===== config.mk =====
export PLATFORM = sky130hd
export DESIGN_NAME = dda_stepper
export DESIGN_NICKNAME = d
export VERILOG_FILES = /design/src/rtl/dda_stepper.sv
export SDC_FILE = /design/constraint.sdc
export NUM_CORES = 1
export LEC_CHECK = 0
export ABC_AREA = 1
export CAP_MARGIN = 25
export CORE_UTILIZATION = 55
export CTS_CLUSTER_SIZE = 12
export DETAILED_ROUTE_END_ITERATION = 7
export PLACE_DENSITY = 0.88
export SLEW_MARGIN = 20
export SYNTH_ARGS = -nofsm -noshare
export SYNTH_HDL_FRONTEND = slang
export SYNTH_SLANG_ARGS = --single-unit

===== constraint.sdc =====
create_clock -name clock -period 3.5 [get_ports clock]
set_clock_uncertainty 0.15 [all_clocks]
set_input_delay 0.7 -clock clock [delete_from_list [all_inputs] [get_ports clock]]
set_output_delay 0.7 -clock clock [all_outputs]
set_load 0.1 [all_outputs]

===== src/rtl/dda_stepper.sv =====
// dda_stepper: Amanatides-Woo voxel walker over a 32x32x32 grid.
// One occupancy lookup per visited voxel; reports a hit, a grid exit or an
// exhausted step budget, and pulses job_done once per accepted job.
module dda_stepper #(
  parameter int W = 24
) (
  input  logic         clock,
  input  logic         reset,
  input  logic         job_loaded,
  input  logic [4:0]   ix0_reg,
  input  logic [4:0]   iy0_reg,
  input  logic [4:0]   iz0_reg,
  input  logic         sx_reg,
  input  logic         sy_reg,
  input  logic         sz_reg,
  input  logic [W-1:0] next_x_reg,
  input  logic [W-1:0] next_y_reg,
  input  logic [W-1:0] next_z_reg,
  input  logic [W-1:0] inc_x_reg,
  input  logic [W-1:0] inc_y_reg,
  input  logic [W-1:0] inc_z_reg,
  input  logic [9:0]   max_steps_reg,
  output logic         occ_req,
  output logic [4:0]   occ_ix,
  output logic [4:0]   occ_iy,
  output logic [4:0]   occ_iz,
  input  logic         occ_hit,
  output logic         job_done,
  output logic         res_hit,
  output logic         res_exit,
  output logic [4:0]   res_ix,
  output logic [4:0]   res_iy,
  output logic [4:0]   res_iz,
  output logic [1:0]   res_axis,
  output logic [9:0]   res_steps
);

  typedef enum logic [2:0] {
    IDLE,
    INIT,
    LOOKUP,
    CHECK,
    DONE
  } state_t;

  state_t       state_q;
  logic [4:0]   cx_q, cy_q, cz_q;
  logic [W-1:0] tx_q, ty_q, tz_q;
  logic [9:0]   steps_q;
  logic [1:0]   lastAxis_q;

  logic         occReq_q;
  logic [4:0]   occIx_q, occIy_q, occIz_q;
  logic         jobDone_q;
  logic         resHit_q, resExit_q;
  logic [4:0]   resIx_q, resIy_q, resIz_q;
  logic [1:0]   resAxis_q;
  logic [9:0]   resSteps_q;

  logic [1:0]   axis_d;
  logic         leave_d;
  logic         budgetOut_d;
  logic         finish_d;
  logic         resExit_d;
  logic [4:0]   cx_d, cy_d, cz_d;
  logic [W-1:0] tx_d, ty_d, tz_d;

  // Unsigned add that clamps at the all-ones timer value instead of wrapping.
  function automatic logic [W-1:0] satAdd(input logic [W-1:0] a, input logic [W-1:0] b);
    logic [W:0] sum;
    sum = {1'b0, a} + {1'b0, b};
    return sum[W] ? {W{1'b1}} : sum[W-1:0];
  endfunction

  // Pick the stepping axis (smallest timer, ties x>y>z) and the would-be next voxel/timers.
  always_comb begin
    axis_d = 2'd3;
    if ((tx_q <= ty_q) && (tx_q <= tz_q)) begin
      axis_d = 2'd1;
    end else if (ty_q <= tz_q) begin
      axis_d = 2'd2;
    end

    cx_d = cx_q;
    cy_d = cy_q;
    cz_d = cz_q;
    tx_d = tx_q;
    ty_d = ty_q;
    tz_d = tz_q;
    leave_d = 1'b0;
    case (axis_d)
      2'd1: begin
        leave_d = sx_reg ? (cx_q == 5'd31) : (cx_q == 5'd0);
        cx_d    = sx_reg ? (cx_q + 5'd1) : (cx_q - 5'd1);
        tx_d    = satAdd(tx_q, inc_x_reg);
      end
      2'd2: begin
        leave_d = sy_reg ? (cy_q == 5'd31) : (cy_q == 5'd0);
        cy_d    = sy_reg ? (cy_q + 5'd1) : (cy_q - 5'd1);
        ty_d    = satAdd(ty_q, inc_y_reg);
      end
      default: begin
        leave_d = sz_reg ? (cz_q == 5'd31) : (cz_q == 5'd0);
        cz_d    = sz_reg ? (cz_q + 5'd1) : (cz_q - 5'd1);
        tz_d    = satAdd(tz_q, inc_z_reg);
      end
    endcase

    budgetOut_d = (steps_q == max_steps_reg);
    finish_d    = occ_hit || budgetOut_d || leave_d;
    resExit_d   = !occ_hit && !budgetOut_d && leave_d;
  end

  // Traversal FSM with registered lookup strobe, completion pulse and results.
  always_ff @(posedge clock) begin
    if (reset) begin
      state_q    <= IDLE;
      cx_q       <= '0;
      cy_q       <= '0;
      cz_q       <= '0;
      tx_q       <= '0;
      ty_q       <= '0;
      tz_q       <= '0;
      steps_q    <= '0;
      lastAxis_q <= '0;
      occReq_q   <= 1'b0;
      occIx_q    <= '0;
      occIy_q    <= '0;
      occIz_q    <= '0;
      jobDone_q  <= 1'b0;
      resHit_q   <= 1'b0;
      resExit_q  <= 1'b0;
      resIx_q    <= '0;
      resIy_q    <= '0;
      resIz_q    <= '0;
      resAxis_q  <= '0;
      resSteps_q <= '0;
    end else begin
      occReq_q  <= 1'b0;
      jobDone_q <= 1'b0;
      case (state_q)
        IDLE: begin
          if (job_loaded) begin
            state_q <= INIT;
          end
        end
        INIT: begin
          cx_q       <= ix0_reg;
          cy_q       <= iy0_reg;
          cz_q       <= iz0_reg;
          tx_q       <= next_x_reg;
          ty_q       <= next_y_reg;
          tz_q       <= next_z_reg;
          steps_q    <= '0;
          lastAxis_q <= 2'd0;
          occReq_q   <= 1'b1;
          occIx_q    <= ix0_reg;
          occIy_q    <= iy0_reg;
          occIz_q    <= iz0_reg;
          state_q    <= LOOKUP;
        end
        LOOKUP: begin
          state_q <= CHECK;
        end
        CHECK: begin
          if (finish_d) begin
            resHit_q   <= occ_hit;
            resExit_q  <= resExit_d;
            resIx_q    <= cx_q;
            resIy_q    <= cy_q;
            resIz_q    <= cz_q;
            resAxis_q  <= lastAxis_q;
            resSteps_q <= steps_q;
            jobDone_q  <= 1'b1;
            state_q    <= DONE;
          end else begin
            cx_q       <= cx_d;
            cy_q       <= cy_d;
            cz_q       <= cz_d;
            tx_q       <= tx_d;
            ty_q       <= ty_d;
            tz_q       <= tz_d;
            steps_q    <= steps_q + 10'd1;
            lastAxis_q <= axis_d;
            occReq_q   <= 1'b1;
            occIx_q    <= cx_d;
            occIy_q    <= cy_d;
            occIz_q    <= cz_d;
            state_q    <= LOOKUP;
          end
        end
        DONE: begin
          state_q <= IDLE;
        end
        default: begin
          state_q <= IDLE;
        end
      endcase
    end
  end

  assign occ_req   = occReq_q;
  assign occ_ix    = occIx_q;
  assign occ_iy    = occIy_q;
  assign occ_iz    = occIz_q;
  assign job_done  = jobDone_q;
  assign res_hit   = resHit_q;
  assign res_exit  = resExit_q;
  assign res_ix    = resIx_q;
  assign res_iy    = resIy_q;
  assign res_iz    = resIz_q;
  assign res_axis  = resAxis_q;
  assign res_steps = resSteps_q;

endmodule


==> results.yml <==
hold_path:
  hp-class: "flop to flop"
global_route:
  antenna_found_initial: 1
  overflow: 0
  grt_pass1_wl_mm: 73.4
  grt_pass1_vias: 14400
  grt_usage: 0.395
  grt_max_degree: 96
drt:
  drtPass1Iterations: 6
  wire_per_inst_um: 18.6
  ant_nets: 0
  wirelength_mm: 46.1
  drt_iter0_markers: 1404
  via_per_inst: 5.93
  vias: 14700
  drc: 0
synth:
  synth_largest_area_cell: "dfxtp_1"
  synth-compound-area-share: 0.171
  synth_top_family_by_area: "simple AND/OR/NAND/NOR gates"
  synthXorXnorAreaFrac: 0.0572
  synth_fa_ha_area_frac: 0.163
  synth_area_leaders: "dfxtp_1 21%, ha_1 15%, nand2_1 11%"
  yosysSeqAreaShare: 0.212
  synth_top_area_share: 0.212
  avgSynthCellArea_um2: 6.47
  async_flop_share: 0
  synth-seq-cells: 133
  synth_ff_type: "dfxtp_1"
  netlist_area_mm2: 0.0126
  yosys_warnings: 0
  syn-num-nets: 2277
  synth.distinct_cells: 47
  synth-edff-count: 0
  synth_mux_area_frac: 0.000797
  yosys.area_share.simple: 0.312
  synth_cells: 1941
power:
  peakVddDrop_mv: 0.261
  clkPwrFrac: 0.296
  power_density_mw_per_mm2: 387
  swShare: 0.413
  power_frac_comb: 0.414
  p_int_w: 0.00359
  switchingPower_w: 0.00253
  seq_power_share: 0.290
  power_leakage_nw: 7.37
  p_total_w: 0.00613
worst_setup_path:
  start_kind: "flop"
  critPathRequiredTime_ns: 3.70
  crit_path_cell_trace: "inv_1, ha_1, nand2_1, nor2_1, nand4_1, nor2_1, nand2_1, nand3_1, nand2_1, nand2_2, nand3_1, nand3_2, nand2_2, nand2_4, buf_4, nand3_1, o21ai_1"
  cp.arrival_ns: 3.47
  critPathKind: "flop to flop"
  cp-end-kind: "flop"
  crit_slowest_cell: "dfxtp_1"
  max_stage_delay_ns: 0.46
  critPathMaxFanout: 34
floorplanning:
  die_w_um: 153
  die-area_mm2: 0.0234
  die_h_um: 153
  start_util: 0.568
  core.rowCount: 54
  coreArea_mm2: 0.0221
  boundaryPins: 222
layout:
  nets: 2527
  syn_to_final_growth_pct: 26.1
  drive_gt1_frac: 0.0817
  layout_common_cells: "369 x nand2_1, 298 x nor2_1, 181 x a21oi_1"
  diodes: 0
  design_area_mm2: 0.0158
  layout_commonest_cell: "nand2_1"
timing:
  slew_violations: 0
  relSlewSlack: 0.355
  rsz0062_at_grt: "false"
  setup_viol: 0
  fmax_mhz: 306
  tightestPinTransition_ns: 0.964
  fin_crit_sh: 0.934
  final_hold_viol_count: 0
  fin_crit_ns: 3.27
clock_network:
  postCtsSetupRepairBufs: 0
  clock_sinks: 133
  cts_tree: "built"
  clock_path_buffers: 2
  htreeDepth: 4
  clock_latency_ns: 0.43
  root_buffer: "clkbuf_16"
  cts_buffers: 17
  path_clk_slew_ns: 0.07
job:
  cap_violations: 0
place:
  gp_congestion: 1.07
  io_buffers: 221
  place_area_mm2: 0.0153
  hpwl_mm: 36.4
run_status:
  status: "finished clean"
-- routing by layer --
metal,vias up,global-route usage,wire length (um)
li1,7025,-,-
met1,6758,0.520,19500
met2,801,0.643,20300
met3,134,0.0581,4390
met4,2,0.167,1880
met5,-,0,13
-- through the flow --
stage,std cells,setup TNS [ns],util,hold WS [ns],setup slack (ns)
final,2484,0,0.717,0.325,0.231
after global routing,2484,0,0.717,0.360,0.00858
after CTS,2484,0,0.716,0.325,0.214
after detailed placement,2452,-4.87,0.690,0.314,-0.250
after global placement,2452,-3.64,0.690,0.302,-0.171
after floorplan,1941,0,-,0.300,0.570
-- cell type report --
type / count / area, um^2
fill: 1903 / 6260
sequential: 133 / 2660
timing repair buffer: 303 / 2740
multi-input combinational: 1561 / 8850
clock inverter: 14 / 140
inverter: 175 / 661
clock buffer: 18 / 429
tap: 280 / 350
-- timing repair --
action	in CTS	in global routing
hold buffers	0	0
resized for setup	0	3
endpoints found under the setup margin	0	10
-- cells by family (layout without fill, tap and decap cells) --
group | count (synthesis) | after routing
buffers and inverters | 247 | 510
xor gates and xnor gates | 82 | 82
DFF | 133 | 133
and+or+nand+nor | 923 | 923
muxes | 1 | 1
adders and majority gates | 160 | 160
AOI/OAI and AO/OA | 395 | 395
-- final timing paths --
| path | from | to | slack, ns | cells after the start |
|---|---|---|---|---|
| setup reg to reg | ty_q[19] | tx_q[0] | 0.23 | 17 |
| setup / recovery | ty_q[19] | tx_q[0] | 0.23 | 17 |
| hold reg to reg | res_ix[0] | res_ix[0] | 0.32 | 2 |
| hold / removal | res_ix[0] | res_ix[0] | 0.32 | 2 |
-- power by group through the flow --
| stage | combinational [W] | clock, W | sequential, W |
|---|---|---|---|
| finish | 0.00254 | 0.00181 | 0.00178 |
| global route | 0.00278 | 0.00187 | 0.00178 |
| CTS | 0.00249 | 0.00181 | 0.00177 |
| detailed placement | 0.00246 | 0 | 0.00180 |
| global placement | 0.00241 | 0 | 0.00180 |
| floorplan | 0.00145 | 0 | 0.00195 |
-- cells in the mapped netlist, types with 10 or more instances --
| master | number |
|---|---|
| nor2_1 | 298 |
| dfxtp_1 | 133 |
| buf_2 | 21 |
| nand2_1 | 369 |
| nor3_1 | 21 |
| a21oi_1 | 182 |
| nand3_1 | 160 |
| buf_4 | 14 |
| inv_1 | 171 |
| ha_1 | 154 |
| o21bai_1 | 20 |
| clkbuf_1 | 25 |
| o21ai_0 | 110 |
| nand4_1 | 47 |
| o21ai_1 | 30 |
| xor2_1 | 45 |
| xnor2_1 | 37 |
| a31oi_1 | 17 |
| a21o_1 | 10 |
-- critical path: cells and delay by family (launching register included) --
kind                       cells  cell delay [ns]
DFF                            1             0.46
adders and majority gates      1             0.30
buffers and inverters          2             0.49
and+or+nand+nor               13             1.58
AOI/OAI and AO/OA              1             0.17
-- state kept, by name, indices dropped and copies added (netlist names), 2 cells and up --
signal      count
res_ix          5
res_iz          5
occ_ix          5
tx_q           24
state_q         3
tz_q           24
res_steps      10
occ_iy          5
steps_q        10
lastAxis_q      2
ty_q           24
occ_iz          5
res_axis        2
res_iy          5
Note: power is estimated with default switching activity, not from simulation.
